<file path="config.mk">
export PLATFORM = sky130hd
export DESIGN_NAME = riscv_slave_port_arb
export DESIGN_NICKNAME = d
export VERILOG_FILES = /design/src/rtl/riscv_slave_port_arb.sv
export SDC_FILE = /design/constraint.sdc
export NUM_CORES = 1
export LEC_CHECK = 0
export CAP_MARGIN = 20
export CELL_PAD_IN_SITES_DETAIL_PLACEMENT = 1
export CELL_PAD_IN_SITES_GLOBAL_PLACEMENT = 2
export CORE_AREA = 4 4 278 280
export DETAILED_ROUTE_END_ITERATION = 8
export DIE_AREA = 0 0 282 284
export DONT_BUFFER_PORTS = 1
export PLACE_DENSITY_LB_ADDON = 0.1
export SKIP_LAST_GASP = 1
export SLEW_MARGIN = 25
export SYNTH_ARGS = -nofsm -noshare
export SYNTH_HDL_FRONTEND = slang
export SYNTH_SLANG_ARGS = --single-unit
</file>
<file path="constraint.sdc">
create_clock -name HCLK -period 6.4 [get_ports HCLK]
set_clock_uncertainty 0.05 [all_clocks]
set_input_delay 1.92 -clock HCLK [delete_from_list [all_inputs] [get_ports HCLK]]
set_output_delay 1.92 -clock HCLK [all_outputs]
set_load 0.02 [all_outputs]
</file>
<file path="src/rtl/riscv_slave_port_arb.sv">
// AHB-Lite slave-port arbiter: one instance sits in front of each bus-matrix
// slave and selects one of MASTERS requesting ports.
//   HCLK/HRESETn        clock, async active-low reset
//   mst*                per-master address/control/write-data inputs (packed
//                       [MASTERS-1:0][...]), plus mstpriority and can_switch
//   mstHRDATA/READYOUT/RESP  slave response fanned back to all masters
//   slv_*               muxed address/control (grant index) and HWDATA
//                       (data-phase index), slave response inputs
//   granted_master      one-hot current grant
//   starved             per-master wait counter has hit STARVE_LIMIT

// Per-master wait counter: saturates at LIMIT, cleared while granted or idle.
module riscv_slave_port_arb_wcnt #(
  parameter int LIMIT = 16
) (
  input  logic HCLK,
  input  logic HRESETn,
  input  logic clr,
  input  logic inc,
  output logic starved
);
  localparam int CW = $clog2(LIMIT + 1);

  logic [CW-1:0] cnt_q, cnt_d;

  always_comb begin
    cnt_d = cnt_q;
    if (clr)                              cnt_d = '0;
    else if (inc && cnt_q != CW'(LIMIT))  cnt_d = cnt_q + 1'b1;
  end

  always_ff @(posedge HCLK or negedge HRESETn)
    if (!HRESETn) cnt_q <= '0;
    else          cnt_q <= cnt_d;

  assign starved = (cnt_q == CW'(LIMIT));
endmodule

module riscv_slave_port_arb #(
  parameter int PLEN         = 64,
  parameter int XLEN         = 64,
  parameter int MASTERS      = 3,
  parameter int PRIO_BITS    = 3,
  parameter int ARB_MODE     = 0,
  parameter int STARVE_LIMIT = 16
) (
  input  logic                                HCLK,
  input  logic                                HRESETn,
  input  logic [MASTERS-1:0][PRIO_BITS-1:0]   mstpriority,
  input  logic [MASTERS-1:0]                  mstHSEL,
  input  logic [MASTERS-1:0][PLEN-1:0]        mstHADDR,
  input  logic [MASTERS-1:0][XLEN-1:0]        mstHWDATA,
  output logic [XLEN-1:0]                     mstHRDATA,
  input  logic [MASTERS-1:0]                  mstHWRITE,
  input  logic [MASTERS-1:0][2:0]             mstHSIZE,
  input  logic [MASTERS-1:0][2:0]             mstHBURST,
  input  logic [MASTERS-1:0][3:0]             mstHPROT,
  input  logic [MASTERS-1:0][1:0]             mstHTRANS,
  input  logic [MASTERS-1:0]                  mstHMASTLOCK,
  input  logic [MASTERS-1:0]                  mstHREADY,
  output logic                                mstHREADYOUT,
  output logic                                mstHRESP,
  output logic                                slv_HSEL,
  output logic [PLEN-1:0]                     slv_HADDR,
  output logic [XLEN-1:0]                     slv_HWDATA,
  input  logic [XLEN-1:0]                     slv_HRDATA,
  output logic                                slv_HWRITE,
  output logic [2:0]                          slv_HSIZE,
  output logic [2:0]                          slv_HBURST,
  output logic [3:0]                          slv_HPROT,
  output logic [1:0]                          slv_HTRANS,
  output logic                                slv_HMASTLOCK,
  output logic                                slv_HREADYOUT,
  input  logic                                slv_HREADY,
  input  logic                                slv_HRESP,
  input  logic [MASTERS-1:0]                  can_switch,
  output logic [MASTERS-1:0]                  granted_master,
  output logic [MASTERS-1:0]                  starved
);
  localparam int IW   = (MASTERS > 1) ? $clog2(MASTERS) : 1;
  localparam int NLVL = 1 << PRIO_BITS;

  logic [IW-1:0]                   grant_idx_q, grant_idx_d;
  logic [IW-1:0]                   dph_idx_q, dph_idx_d;
  logic [MASTERS-1:0]              granted_q, granted_d;
  logic [NLVL-1:0][IW-1:0]         ptr_q, ptr_d;
  logic                            fb_q, fb_d;

  logic [MASTERS-1:0][PRIO_BITS-1:0] eff;
  logic [PRIO_BITS-1:0]            lvl;
  logic [MASTERS-1:0]              cand;
  logic [IW-1:0]                   nxt_idx, scan;
  logic                            found, sw_en, take;
  logic [MASTERS-1:0]              wc_clr, wc_inc;
  logic [1:0]                      trans_mux;

  // Arbitration: highest effective level wins, round-robin inside the level
  // starting just after that level's last grant.
  always_comb begin
    lvl = '0;
    for (int n = 0; n < MASTERS; n++) begin
      eff[n] = starved[n] ? '1 : ((ARB_MODE == 1) ? '0 : mstpriority[n]);
      if (mstHSEL[n] && eff[n] > lvl) lvl = eff[n];
    end
    for (int n = 0; n < MASTERS; n++)
      cand[n] = mstHSEL[n] && (eff[n] == lvl);
    nxt_idx = grant_idx_q;
    found   = 1'b0;
    scan    = ptr_q[lvl];
    for (int k = 0; k < MASTERS; k++) begin
      scan = (scan == IW'(MASTERS - 1)) ? '0 : scan + 1'b1;
      if (!found && cand[scan]) begin
        nxt_idx = scan;
        found   = 1'b1;
      end
    end
  end

  // A locked, selected owner is never preempted, even by a starved master.
  assign sw_en = slv_HREADY & can_switch[grant_idx_q] &
                 ~(mstHMASTLOCK[grant_idx_q] & mstHSEL[grant_idx_q]);
  assign take  = sw_en & found;

  always_comb begin
    grant_idx_d = take ? nxt_idx : grant_idx_q;
    granted_d   = '0;
    granted_d[grant_idx_d] = 1'b1;
    ptr_d = ptr_q;
    if (take) ptr_d[lvl] = nxt_idx;
    dph_idx_d = slv_HREADY ? grant_idx_q : dph_idx_q;
    // First beat of a new owner: flagged on the switch edge, dropped once
    // that address phase is accepted.
    if (grant_idx_d != grant_idx_q) fb_d = 1'b1;
    else if (slv_HREADY)            fb_d = 1'b0;
    else                            fb_d = fb_q;
  end

  always_ff @(posedge HCLK or negedge HRESETn)
    if (!HRESETn) begin
      grant_idx_q <= '0;
      dph_idx_q   <= '0;
      granted_q   <= MASTERS'(1);
      ptr_q       <= '0;
      fb_q        <= 1'b0;
    end else begin
      grant_idx_q <= grant_idx_d;
      dph_idx_q   <= dph_idx_d;
      granted_q   <= granted_d;
      ptr_q       <= ptr_d;
      fb_q        <= fb_d;
    end

  // Clear uses the next grant so a newly granted master reads 0 straight away.
  assign wc_clr = granted_d | ~mstHSEL;
  assign wc_inc = {MASTERS{slv_HREADY}};

  riscv_slave_port_arb_wcnt #(.LIMIT(STARVE_LIMIT)) u_wcnt [MASTERS-1:0] (
    .HCLK    (HCLK),
    .HRESETn (HRESETn),
    .clr     (wc_clr),
    .inc     (wc_inc),
    .starved (starved)
  );

  assign granted_master = granted_q;

  assign trans_mux     = mstHTRANS[grant_idx_q];
  assign slv_HTRANS    = (fb_q && trans_mux == 2'b11) ? 2'b10 : trans_mux;
  assign slv_HSEL      = mstHSEL[grant_idx_q];
  assign slv_HADDR     = mstHADDR[grant_idx_q];
  assign slv_HWRITE    = mstHWRITE[grant_idx_q];
  assign slv_HSIZE     = mstHSIZE[grant_idx_q];
  assign slv_HBURST    = mstHBURST[grant_idx_q];
  assign slv_HPROT     = mstHPROT[grant_idx_q];
  assign slv_HMASTLOCK = mstHMASTLOCK[grant_idx_q];
  assign slv_HREADYOUT = mstHREADY[grant_idx_q];
  assign slv_HWDATA    = mstHWDATA[dph_idx_q];

  assign mstHRDATA    = slv_HRDATA;
  assign mstHREADYOUT = slv_HREADY;
  assign mstHRESP     = slv_HRESP;
endmodule

</file>
Yosys cells after proc, flatten, opt, wreduce, memory -nomap -nowiden. Cells that the tools add are included.

Bits in registers: 39. Bits of input ports: 512. Word-level logic and storage cells: 134.

Add/subtract/negate cells: 6. $lt $le $gt $ge: 12. Equality and inequality tests: 14. Muxes and demuxes: 60. Bitwise gates (word level): 7. Reductions and logical operators: 20.

Operators by type and width (number): 64-bit binary-select mux with 2-bit select (2); 64-bit 2-to-1 mux (2); 5-bit 2-to-1 mux (6); 3-bit 2-to-1 mux (8); 2-bit 2-to-1 mux (11); 2-bit by 3-bit < comparator with 1-bit output (second input constant) (6); 1-bit binary-select mux with 2-bit select (8); 16-bit bitwise mux (1); 5-bit by 1-bit adder with 5-bit output (second input constant) (3); 5-bit equality test (second input constant) (3); 5-bit != test (second input constant) (3); 1-bit logical AND (14); 1-bit 2-to-1 mux (14); 3-bit binary-select mux with 2-bit select (2); 3-bit equality test (3); 4-bit binary-select mux with 2-bit select (1); 2-bit equality test (second input constant) (4); 2-bit nonzero test (4); 2-bit by 1-bit adder with 2-bit output (second input constant) (3); 2-bit binary-select mux with 3-bit select (1); 2-bit demux with 3-bit select (1); 3-bit greater-than comparator (2); 1-bit bitwise AND (4); 2-bit binary-select mux with 2-bit select (1); other kinds (11) (12).

Logic depth before layout (Yosys ltp). Gate-level depths: netlist (run 1).

Depth in word-level cells: 32. Mapped depth: 26.

By module. From an unflattened synthesis (run 1), not the netlist that was laid out.

Cell total of the unflattened synthesis: 835. Area, all modules: 6134.6 µm².

By module, submodules not included: riscv_slave_port_arb (instances 1, cells each 754, area each 5293.8 µm², sequential area each 601.8 µm²); riscv_slave_port_arb_wcnt (instances 3, cells each 27, area each 280.3 µm², sequential area each 125.1 µm²).

Least setup slack after synthesis (run 1). OpenSTA, ideal clock, no wires.

Path kind: input port to flip-flop. Start point: input mstHSEL[0]. End point: register u_wcnt[0].cnt_q[1]. Arrival time: 5.935 ns. Data required time: 6.228 ns. Path slack: 0.294 ns. Cell stages on the path: 21. Cells stage by stage: buf_2 -> o21ai_2 -> ha_1 -> nand2b_1 -> a32oi_2 -> and3_1 -> nor2_1 -> ha_1 -> nand3_1 -> o31ai_4 -> or2_2 -> buf_2 -> a31o_1 -> buf_4 -> buf_6 -> mux2i_1 -> a221oi_1 -> nor3b_1 -> o2bb2ai_1 -> a211o_1 -> o2111a_1.

Word-level cells in the longest chain between the ends: 29. Elaborated cells between the ends (all ways): 57.

Ends and longest elaborated chain: start, declared (RTL line 50) `input logic [MASTERS-1:0] mstHSEL,`; branches (longest 27 deep; another with 3-bit greater-than comparator); 3-bit bitwise OR * (RTL line 154) `assign wc_clr = granted_d | ~mstHSEL;`; 5-bit 2-to-1 mux or 2-bit nonzero test (tied branches); end signal, assigned (RTL line 34) `else cnt_q <= cnt_d;`; end, declared (RTL line 24) `logic [CW-1:0] cnt_q, cnt_d;`.

Every way passes the cells marked *. The select of a mux whose other input is x is not followed. A chain may end at the register's enable or synchronous reset.

Worst setup path after layout (run 1).
Start point: input mstpriority[4] (netlist name). End point: register u_wcnt[0].cnt_q[0].

Word-level cells in the longest chain between the ends: 28. Elaborated cells between the ends (all ways): 50.

Ends and longest elaborated chain: start, declared (RTL line 49) `input logic [MASTERS-1:0][PRIO_BITS-1:0] mstpriority,`; 3-bit 2-to-1 mux * (RTL line 102) `eff[n] = starved[n] ? '1 : ((ARB_MODE == 1) ? '0 : mstpriority[n]);`; branches (longest 20 deep; another with 3-bit greater-than comparator); 2-bit 2-to-1 mux * (RTL line 125) `grant_idx_d = take ? nxt_idx : grant_idx_q;`; 2-bit by 3-bit < comparator with 1-bit output (implied by the code) or 2-bit by 1-bit greater-or-equal comparator with 1-bit output (tied branches) (RTL line 127) `granted_d[grant_idx_d] = 1'b1;`; 1-bit logical AND (implied by the code) (RTL line 127); 1-bit 2-to-1 mux (implied by the code) (RTL line 127); 1-bit demux with 2-bit select * (RTL line 127); 3-bit bitwise OR * (RTL line 154); 5-bit 2-to-1 mux or 2-bit nonzero test (tied branches).

Marked as above.

==> flow_summary.yaml, run 1 <==
finish:
  syn_to_final_growth_pct: 16.84
  final_area_um2: 7500
  final_cells: 1747
  final_cell_mix: "nand2_1 (160), mux2i_1 (152), o21ai_0 (144), buf_4 (54), dfrtp_1 (34)"
  fill_cells: 8900
  nets: 1297
  drive_gt1_frac: 0.1628
  layout_commonest_cell: "nand2_1"
floorplan:
  die_width_um: 282
  fp.coreArea_um2: 74450
  die_y_um: 284
  pin_count: 728
  die_area_um2: 80090
  start_util: 0.08622
  std_cell_rows: 100
clock_tree:
  clkSlewWorstSetupHoldPaths_ns: 0.07
  postCtsSetupBuffers: 0
  cts_buffer_depth: 2
  clk_latency_ns: 0.30
  cts_root_buffer: "clkbuf_16"
  hold_buffers: 0
  ctsResizeCount: 0
  cts_buffers: 5
  cts_htree_levels: 2
  cts.sink_count: 39
  cts_tree: "built"
power:
  power_density_nw_per_um2: 460.7
  power_frac_seq: 0.132
  vdd_drop_max_mv: 0.2388
  switchingPower_uw: 2200
  p_sw_frac: 0.6366
  comb_power_share: 0.792
  internal-power_uw: 1256
  leakage_uw: 0.002875
  p_clk_frac: 0.077
setup_path:
  r2r_cells: 21
  crit_fanout: 8
  r2r_start: "u_wcnt[0].cnt_q[0]"
  critPathLaunch: "mstpriority[4]"
  cp-end-kind: "flip-flop"
  start_kind: "input port"
  rr_endpoint: "u_wcnt[0].cnt_q[0]"
  cp.arrival_ns: 6.16
  r2r_setup_slack_ns: 0.90
  cp.required_ns: 6.54
  critPathKind: "input port to flip-flop"
routing:
  dr.first_iter.drc_count: 239
  routedWlPerCell_um: 22.15
  vias_per_cell: 3.468
  drc_errors: 0
  drt_first_pass_iters: 4
  ant_nets: 0
  vias: 6059
  wl_um: 38700
synthesis:
  synth_area_um2: 6419
  ys_seq_area_frac: 0.1522
  synth_cell_types: 72
  ys.flop_type: "dfrtp_1"
  ys_ff_latch: 39
  synthCells: 840
  syn_avg_cell_area_um2: 7.641
  synth_nets: 1364
  synth_edf_count: 0
  synthArstFlopShare: 1.000
  yosysWarnings: 0
sta:
  period_minus_slack_ns: 6.017
  slew_viol_final: 0
  setup-tns-final_ns: 0
  relSlewSlack: 0.2553
  tightest_slew_ns: 1.105
  setup_viol: 0
  min_period_over_period: 0.9402
  timing.fmax_mhz: 166.2
  rsz0062_at_grt: "no"
  final-hold-violation-count: 0
placement:
  dp_cells: 1735
  numPortBuffers: 0
  hpwl_um: 32660
  placed_cell_area_um2: 7341
  gp_congestion: 0.7392
global_routing:
  grtUsageMet1: 0.09770
  grt_pass1_vias: 6659
  grt_util_all_layers: 0.08698
  busiest_layer: "met2"
  antenna_found_initial: 5
  grt_max_degree: 80
  grtUsageMet3: 0.02978
  grt_pass1_wl_um: 50850
  grt_use_met2: 0.1619
  grt-ovfl-total: 0
hold_path:
  hp-class: "flip-flop to flip-flop"
  min-delay-start: "ptr_q[11]"
  min_to: "ptr_q[11]"
  holdPathStages: 1
run_status:
  status: "finished, final reports clean"
job:
  drv_cap: 0
-- registers in the layout, indices dropped and copies added (netlist names) --
| signal | flops |
|---|---|
| granted_master | 3 |
| u_wcnt.cnt_q | 15 |
| ptr_q | 16 |
| grant_idx_q | 2 |
| fb_q | 1 |
| dph_idx_q | 2 |
-- cells in the mapped netlist (all sizes together) (2+ instances only) --
master,n,area (um^2)
nand2,160,600.6
o21ai,153,784.5
mux2i,152,1521
buf,90,659.4
clkbuf,43,161.4
dfrtp,38,950.9
mux2,22,259.0
nor2,20,90.09
xnor2,16,140.1
inv,14,52.55
ha,12,150.1
a21oi,9,48.80
nand4,9,56.30
nand3,8,45.04
nor3b,8,95.09
a211oi,7,52.55
nand2b,6,37.54
nand3b,5,37.54
nor3,5,35.03
o2111a,5,56.30
a221oi,4,35.03
xor2,4,35.03
a32oi,3,33.79
and2,3,18.77
and4,3,26.28
and4bb,3,45.04
nor2b,3,26.27
o32a,3,42.54
or2,3,18.78
a21o,2,15.01
a311oi,2,17.52
a31oi,2,12.51
o21a,2,15.01
o31ai,2,42.54
or3,2,17.52
-- cells by family (layout without fill, tap and decap cells) --
group                      after synthesis  count (layout)  synth area share
xor gates and xnor gates                20              20           0.02729
adders and majority gates               12              12           0.02339
DFF                                     39              39            0.1522
and+or+nand+nor                        241             241            0.1825
other                                    0               4                 0
buffers and inverters                  147              81            0.1361
AOI/OAI and AO/OA                      207             207            0.2012
muxes                                  174             174            0.2774
-- routing by layer --
metal | vias to the layer above | part of all wire
met5 | - | 0.00034
met4 | 2 | 0.010
met3 | 21 | 0.095
met2 | 419 | 0.51
met1 | 2844 | 0.38
li1 | 2773 | -
-- worst max path at each step --
stage	slack (ns)	to
global placement	0.009	u_wcnt[0].cnt_q[2]
detailed placement	0.0005	u_wcnt[0].cnt_q[0]
CTS	0.31	u_wcnt[0].cnt_q[0]
floorplan	0.29	u_wcnt[0].cnt_q[1]
global route	0.01	u_wcnt[1].cnt_q[1]
finish	0.38	u_wcnt[0].cnt_q[0]
-- worst max-delay path, stage by stage --
cell       delay (ns)
nor2_1           0.15
inv_1            0.10
ha_1             0.33
nand2b_1         0.10
a32oi_2          0.34
and3_1           0.25
nor2_1           0.07
ha_1             0.29
nand3_1          0.13
o31ai_4          0.09
or2_2            0.37
a31o_1           0.33
buf_4            0.21
mux2i_1          0.12
a221oi_1         0.37
nor3b_1          0.11
o2bb2ai_1        0.17
a211o_1          0.40
o2111a_1         0.28
-- per-stage QoR --
stage / worst slack [ns] / total power, uW / util / hold WS, ns
2_1_floorplan: 0.2937 / 2464 / - / 0.4065
3_3_place_gp: 0.008697 / 3324 / 0.09834 / 0.4573
3_5_place_dp: 0.0005302 / 3297 / 0.09861 / 0.4547
4_1_cts: 0.3105 / 3587 / 0.1006 / 0.4714
5_1_grt: 0.01364 / 3727 / 0.1007 / 0.5017
6_report: 0.3829 / 3455 / 0.1007 / 0.4659
-- area by class of cell --
cell class | instances | area [um^2] | share of cell area
clock buffers | 5 | 125.1 | 0.01668
flip-flops and latches | 39 | 987.2 | 0.1316
diodes | 4 | 10.01 | 0.001335
clock inverters | 3 | 23.77 | 0.003170
repair buffers | 59 | 505.5 | 0.06740
well taps | 969 | 1212 | 0.1617
inverters | 14 | 52.55 | 0.007007
multi-input cells | 654 | 4583 | 0.6111
-- power groups by stage --
stage | Combinational, uW | Sequential (uW) | Clock, uW
after floorplan | 2100 | 367 | 0
after global placement | 2850 | 472 | 0
after detailed placement | 2830 | 464 | 0
after CTS | 2840 | 460 | 288
after global routing | 2970 | 468 | 293
final | 2740 | 454 | 265
Note: power is estimated with default switching activity, not from simulation.
==> run 2, diff against run 1 <==
Settings changed: CTS_BUF_LIST from default to sky130_fd_sc_hd__clkbuf_4 sky130_fd_sc_hd__clkbuf_8, RECOVER_POWER from default to 50.
==> run 2 against run 1 <==
  * Combinational power barely moved
  * Utilization fell by 0.094 points
  * Power shrank 2.1%
  * Routed wire length up 0.16%
  * Die area did not move
  * Worst hold slack better by 0.0058 ns
==> flow_summary.yaml, run 2 (same netlist as run 1, synthesis figures left out) <==
run_status:
  status: "finished, final reports clean"
global_routing:
  grt_util_all_layers: 0.08716
  grt_max_degree: 80
  grt_pass1_vias: 6667
  antenna_found_initial: 5
  grt_pass1_wl_um: 50910
  grt-ovfl-total: 0
placement:
  placed_cell_area_um2: 7341
  dp_cells: 1735
  numPortBuffers: 0
  gp_congestion: 0.7392
  dp_slack_ns: 0.0005302
  hpwl_um: 32660
power:
  p_clk_frac: 0.057
  power_frac_seq: 0.134
  comb_power_share: 0.809
  vdd_drop_max_mv: 0.2387
  p_sw_frac: 0.6493
  internal-power_uw: 1187
  leakage_uw: 0.002850
  power_density_nw_per_um2: 455.4
  switchingPower_uw: 2197
finish:
  syn_to_final_growth_pct: 15.75
  layout_commonest_cell: "nand2_1"
  fill_cells: 8912
  final_cells: 1747
  final_cell_mix: "nand2_1 (160), mux2i_1 (152), o21ai_0 (145), buf_4 (52), dfrtp_1 (34)"
  largest_reg_flops: 16
  nets: 1297
  final_area_um2: 7430
  top_register: "ptr_q"
  drive_gt1_frac: 0.1576
  fin_util: 0.09980
sta:
  min_period_over_period: 0.9345
  timing.fmax_mhz: 167.2
  final-hold-violation-count: 0
  slew_viol_final: 0
  rsz0062_at_grt: "no"
  setup_ws_ns: 0.4191
  tightest_slew_ns: 1.411
  setup-tns-final_ns: 0
  period_minus_slack_ns: 5.981
  relSlewSlack: 0.05917
  setup_viol: 0
setup_path:
  critPathLaunch: "mstpriority[4]"
  critPathKind: "input port to flip-flop"
  slowest_delay_ns: 0.40
  start_kind: "input port"
  crit_fanout: 8
  cp.required_ns: 6.58
  cp-end-kind: "flip-flop"
  worst_path_max_delay_cell: "a211o_1"
  cp_cell_sequence: "nor2_1 -> inv_1 -> ha_1 -> nand2b_1 -> a32oi_2 -> and3_1 -> nor2_1 -> ha_1 -> nand3_1 -> o31ai_4 -> or2_2 -> a31o_1 -> buf_4 -> mux2i_1 -> a221oi_1 -> nor3b_1 -> o2bb2ai_1 -> a211o_1 -> o2111a_1"
  cp.arrival_ns: 6.16
  r2r_start: "u_wcnt[1].cnt_q[0]"
clock_tree:
  clkSlewWorstSetupHoldPaths_ns: 0.11
  cts_tree: "built"
  cts_htree_levels: 2
  postCtsSetupBuffers: 0
  cts_buffer_depth: 2
  cts.sink_count: 39
  cts_root_buffer: "clkbuf_8"
  ctsResizeCount: 0
  cts_buffers: 5
  hold_buffers: 0
  clk_latency_ns: 0.33
job:
  drv_cap: 0
hold_path:
  min-delay-start: "ptr_q[11]"
  hp-class: "flip-flop to flip-flop"
routing:
  drt_first_pass_iters: 4
  vias: 6100
  dr.first_iter.drc_count: 243
  ant_nets: 0
  drc_errors: 0
  routedWlPerCell_um: 22.18
  vias_per_cell: 3.492
  wl_um: 38760
floorplan:
  die_width_um: 282
  die_y_um: 284
  die_area_um2: 80090
  start_util: 0.08622
  std_cell_rows: 100
  fp.coreArea_um2: 74450
  pin_count: 728
[run 2: layout make-up]
| cell class | count | area [um^2] | share of cell area |
|---|---|---|---|
| diodes | 4 | 10.01 | 0.001347 |
| clock buffers | 5 | 68.82 | 0.009262 |
| clock inverters | 3 | 23.77 | 0.003200 |
| inverters | 14 | 52.55 | 0.007073 |
| multi-input cells | 654 | 4576 | 0.6159 |
| flip-flops and latches | 39 | 987.2 | 0.1329 |
| well taps | 969 | 1212 | 0.1632 |
| repair buffers | 59 | 499.2 | 0.06719 |
[run 2: worst paths after layout]
check                           cells after the start                  to  slack (ns)
worst max-delay path                               19  u_wcnt[0].cnt_q[0]        0.42
worst min-delay path                                1           ptr_q[11]        0.47
worst max register to register                     22  u_wcnt[0].cnt_q[0]        0.83
worst min register to register                      1           ptr_q[11]        0.47
max in group asynchronous                           0   granted_master[0]        4.85
min in group asynchronous                           0            ptr_q[9]        1.24
[run 2: critical path, delay by kind of cell]
family,cells,cell delay [ns]
multiplexers,1,0.13
AND/OR/NAND/NOR,7,1.18
AO/OA/AOI/OAI,7,1.98
adder cells (fa/ha/maj),2,0.62
buffers and inverters,2,0.31
[run 2: power by group through the flow]
stage                     combinational [uW]  clock (uW)  sequential [uW]
after floorplan                         2100           0              367
after global placement                  2850           0              472
after detailed placement                2830           0              464
after CTS                               2840         212              460
after global routing                    2970         220              467
final                                   2740         193              453
[run 2: metal layers]
metal,GRT usage,wire length (um),up-vias
li1,-,-,2770
met1,0.09765,14670,2882
met2,0.1622,19910,425
met3,0.02978,3762,21
met4,0.01135,403,2
met5,0,13,-
[run 2: through the flow]
step	total power [uW]	hold slack, ns
after floorplan	2464	0.4065
after global placement	3324	0.4573
after detailed placement	3297	0.4547
after CTS	3510	0.4790
after global routing	3653	0.5093
final	3384	0.4717
==> run 3, diff against run 2 <==
--- a/config.mk
+++ b/config.mk
@@ -9,8 +9,8 @@
 export CELL_PAD_IN_SITES_DETAIL_PLACEMENT = 1
 export CELL_PAD_IN_SITES_GLOBAL_PLACEMENT = 2
-export CORE_AREA = 4 4 278 280
+export CORE_AREA = 4 4 284 286
 export CTS_BUF_LIST = sky130_fd_sc_hd__clkbuf_4 sky130_fd_sc_hd__clkbuf_8
 export DETAILED_ROUTE_END_ITERATION = 8
-export DIE_AREA = 0 0 282 284
+export DIE_AREA = 0 0 288 290
 export DONT_BUFFER_PORTS = 1
 export PLACE_DENSITY_LB_ADDON = 0.1
==> constraint.sdc (replaced) <==
create_clock -name HCLK -period 5.3 [get_ports HCLK]
set_clock_uncertainty 0.05 [all_clocks]
set_input_delay 0.265 -clock HCLK [delete_from_list [all_inputs] [get_ports HCLK]]
set_output_delay 0.265 -clock HCLK [all_outputs]
set_load 0.02 [all_outputs]
==> run 3 against run 2 <==
  * Non-clock buffer count grew 16
  * Die area is 4.3% higher
  * The flow now finishes with violations (max-capacitance violations, max-slew violations)
  * Sequential power rose by 38%
  * First-iteration DRC count decreased by 17%
  * Power is 22% higher
  * Register-to-register slack worse by 0.57 ns
  * Combinational power increased by 19%
  * Utilization hardly changed
  * Critical path depth is 4 higher
  * Critical endpoint is now u_wcnt[0].cnt_q[1]
==> flow_summary.yaml, run 3 (same netlist as run 1, synthesis figures left out) <==
floorplan:
  start_util: 0.08192
  die_y_um: 290
  die_width_um: 288
  fp.coreArea_um2: 78360
  die_area_um2: 83520
  std_cell_rows: 103
  pin_count: 728
setup_path:
  critPathKind: "flip-flop to flip-flop"
  cp-end-kind: "flip-flop"
  cp.required_ns: 5.48
  cp.arrival_ns: 5.22
  path_buf_inv: 4
  crit_fanout: 8
  worst_path_max_delay_cell: "o32a_4"
  cp_cell_sequence: "inv_1 -> ha_1 -> and4bb_4 -> nor2_4 -> inv_1 -> ha_4 -> nand2b_1 -> a32oi_4 -> and3_4 -> nor2_1 -> ha_1 -> nand3_2 -> o31ai_4 -> or2_2 -> buf_4 -> and4_1 -> o32a_4 -> or2_0 -> a32oi_1 -> o2bb2ai_1 -> buf_4 -> a211o_4 -> o2111a_1"
  start_kind: "flip-flop"
  cp_top_family: "compound AO/OA/AOI/OAI gates"
  slowest_delay_ns: 0.42
power:
  p_clk_frac: 0.057
  vdd_drop_max_mv: 0.2479
  p_sw_frac: 0.6552
  leakage_uw: 0.002934
  p_total_uw: 4125
  internal-power_uw: 1423
  power_frac_seq: 0.151
  switchingPower_uw: 2703
  comb_power_share: 0.792
  power_density_nw_per_um2: 530.1
sta:
  setup-tns-final_ns: 0
  min_period_over_period: 0.9505
  tightest_slew_ns: 2.535
  setup_viol: 0
  relSlewSlack: -0.6901
  timing.fmax_mhz: 198.5
  period_minus_slack_ns: 5.038
  holdWs_ns: 0.04064
  slew_viol_final: 78
  final-hold-violation-count: 0
global_routing:
  grt_pass1_vias: 6885
  grt-ovfl-total: 0
  grt_max_degree: 85
  grt_util_all_layers: 0.08531
  grt_pass1_wl_um: 52040
  antenna_found_initial: 3
routing:
  wl_um: 39040
  dr.first_iter.drc_count: 202
  routedWlPerCell_um: 21.21
  drc_errors: 0
  vias: 6168
  drt_first_pass_iters: 4
  ant_nets: 0
  vias_per_cell: 3.350
clock_tree:
  clk_latency_ns: 0.33
  clkSlewWorstSetupHoldPaths_ns: 0.10
  cts_root_buffer: "clkbuf_8"
  cts_htree_levels: 2
  cts_buffer_depth: 2
  cts.sink_count: 39
  cts_tree: "built"
  cts_buffers: 5
job:
  drv_cap: 2
finish:
  syn_to_final_growth_pct: 21.23
  fill_cells: 9449
  top_register: "ptr_q"
  layout_commonest_cell: "nand2_1"
  fin_util: 0.09931
  nets: 1313
  final_cells: 1841
  drive_gt1_frac: 0.1987
  largest_reg_flops: 16
  final_cell_mix: "nand2_1 (159), mux2i_1 (150), o21ai_0 (143), buf_4 (65), dfrtp_1 (35)"
run_status:
  status: "finished with violations"
  violations: "max-capacitance violations, max-slew violations"
placement:
  dp_cells: 1819
  gp_congestion: 0.7379
  numPortBuffers: 0
  hpwl_um: 32260
hold_path:
  hp-class: "input port to flip-flop"
==> run 3: power groups by stage <==
stage | clock network (uW) | registers (uW) | logic (uW)
after detailed placement | 0 | 650 | 3280
final | 235 | 623 | 3270
after global routing | 267 | 653 | 3530
after floorplan | 0 | 443 | 2530
after global placement | 0 | 655 | 3320
after CTS | 256 | 643 | 3310
==> run 3: worst paths after layout <==
path                            slack [ns]  cells past startpoint               start                  to
worst max register to register        0.26                     23  u_wcnt[1].cnt_q[0]  u_wcnt[0].cnt_q[1]
worst min-delay path                  0.04                      1          mstHSEL[1]  u_wcnt[1].cnt_q[1]
worst max-delay path                  0.26                     23  u_wcnt[1].cnt_q[0]  u_wcnt[0].cnt_q[1]
min in group asynchronous             1.29                      2             HRESETn  u_wcnt[0].cnt_q[1]
max in group asynchronous             2.13                      2             HRESETn      grant_idx_q[1]
worst min register to register        0.48                      1           ptr_q[12]           ptr_q[12]
==> run 3: layer usage <==
layer / global-route usage / routed length, um / vias up
li1: - / - / 2803
met1: 0.09106 / 14170 / 2915
met2: 0.1658 / 20740 / 437
met3: 0.02600 / 3740 / 13
met4: 0.01278 / 395 / 0
met5: 0 / 0 / -
==> run 3: cell type report <==
type / count / area [um^2] / area share
Inverter: 14 / 52.55 / 0.006753
Multi-Input combinational cell: 654 / 4733 / 0.6083
Clock buffer: 6 / 76.32 / 0.009809
Timing Repair Buffer: 75 / 604.3 / 0.07767
Sequential cell: 39 / 985.9 / 0.1267
Antenna cell: 1 / 2.502 / 0.0003216
Clock inverter: 2 / 12.51 / 0.001608
Tap cell: 1050 / 1314 / 0.1688
==> run 3: what timing repair did <==
action	CTS	global route
hold buffers	5	1
pin swaps	1	10
endpoints found under the hold margin	50	2
buffers inserted	0	7
gates resized for setup	8	23
endpoints found under the setup margin	30	37
==> run 3: per-stage QoR <==
| stage | cell area, um^2 | worst slack [ns] |
|---|---|---|
| 2_1_floorplan | 6419 | 0.3411 |
| 3_3_place_gp | 7433 | -0.02826 |
| 3_5_place_dp | 7433 | -0.1276 |
| 4_1_cts | 7629 | 0.01330 |
| 5_1_grt | 7781 | -0.005044 |
| 6_report | 7781 | 0.2625 |
==> run 3: worst register-to-register path, cell delays in order (launching register included) <==
cell	delay [ns]
dfrtp_1	0.36
inv_1	0.07
ha_1	0.20
and4bb_4	0.24
nor2_4	0.10
inv_1	0.09
ha_4	0.29
nand2b_1	0.11
a32oi_4	0.31
and3_4	0.25
nor2_1	0.05
ha_1	0.30
nand3_2	0.10
o31ai_4	0.08
or2_2	0.33
buf_4	0.16
and4_1	0.17
o32a_4	0.43
or2_0	0.21
a32oi_1	0.16
o2bb2ai_1	0.10
buf_4	0.16
a211o_4	0.35
o2111a_1	0.26
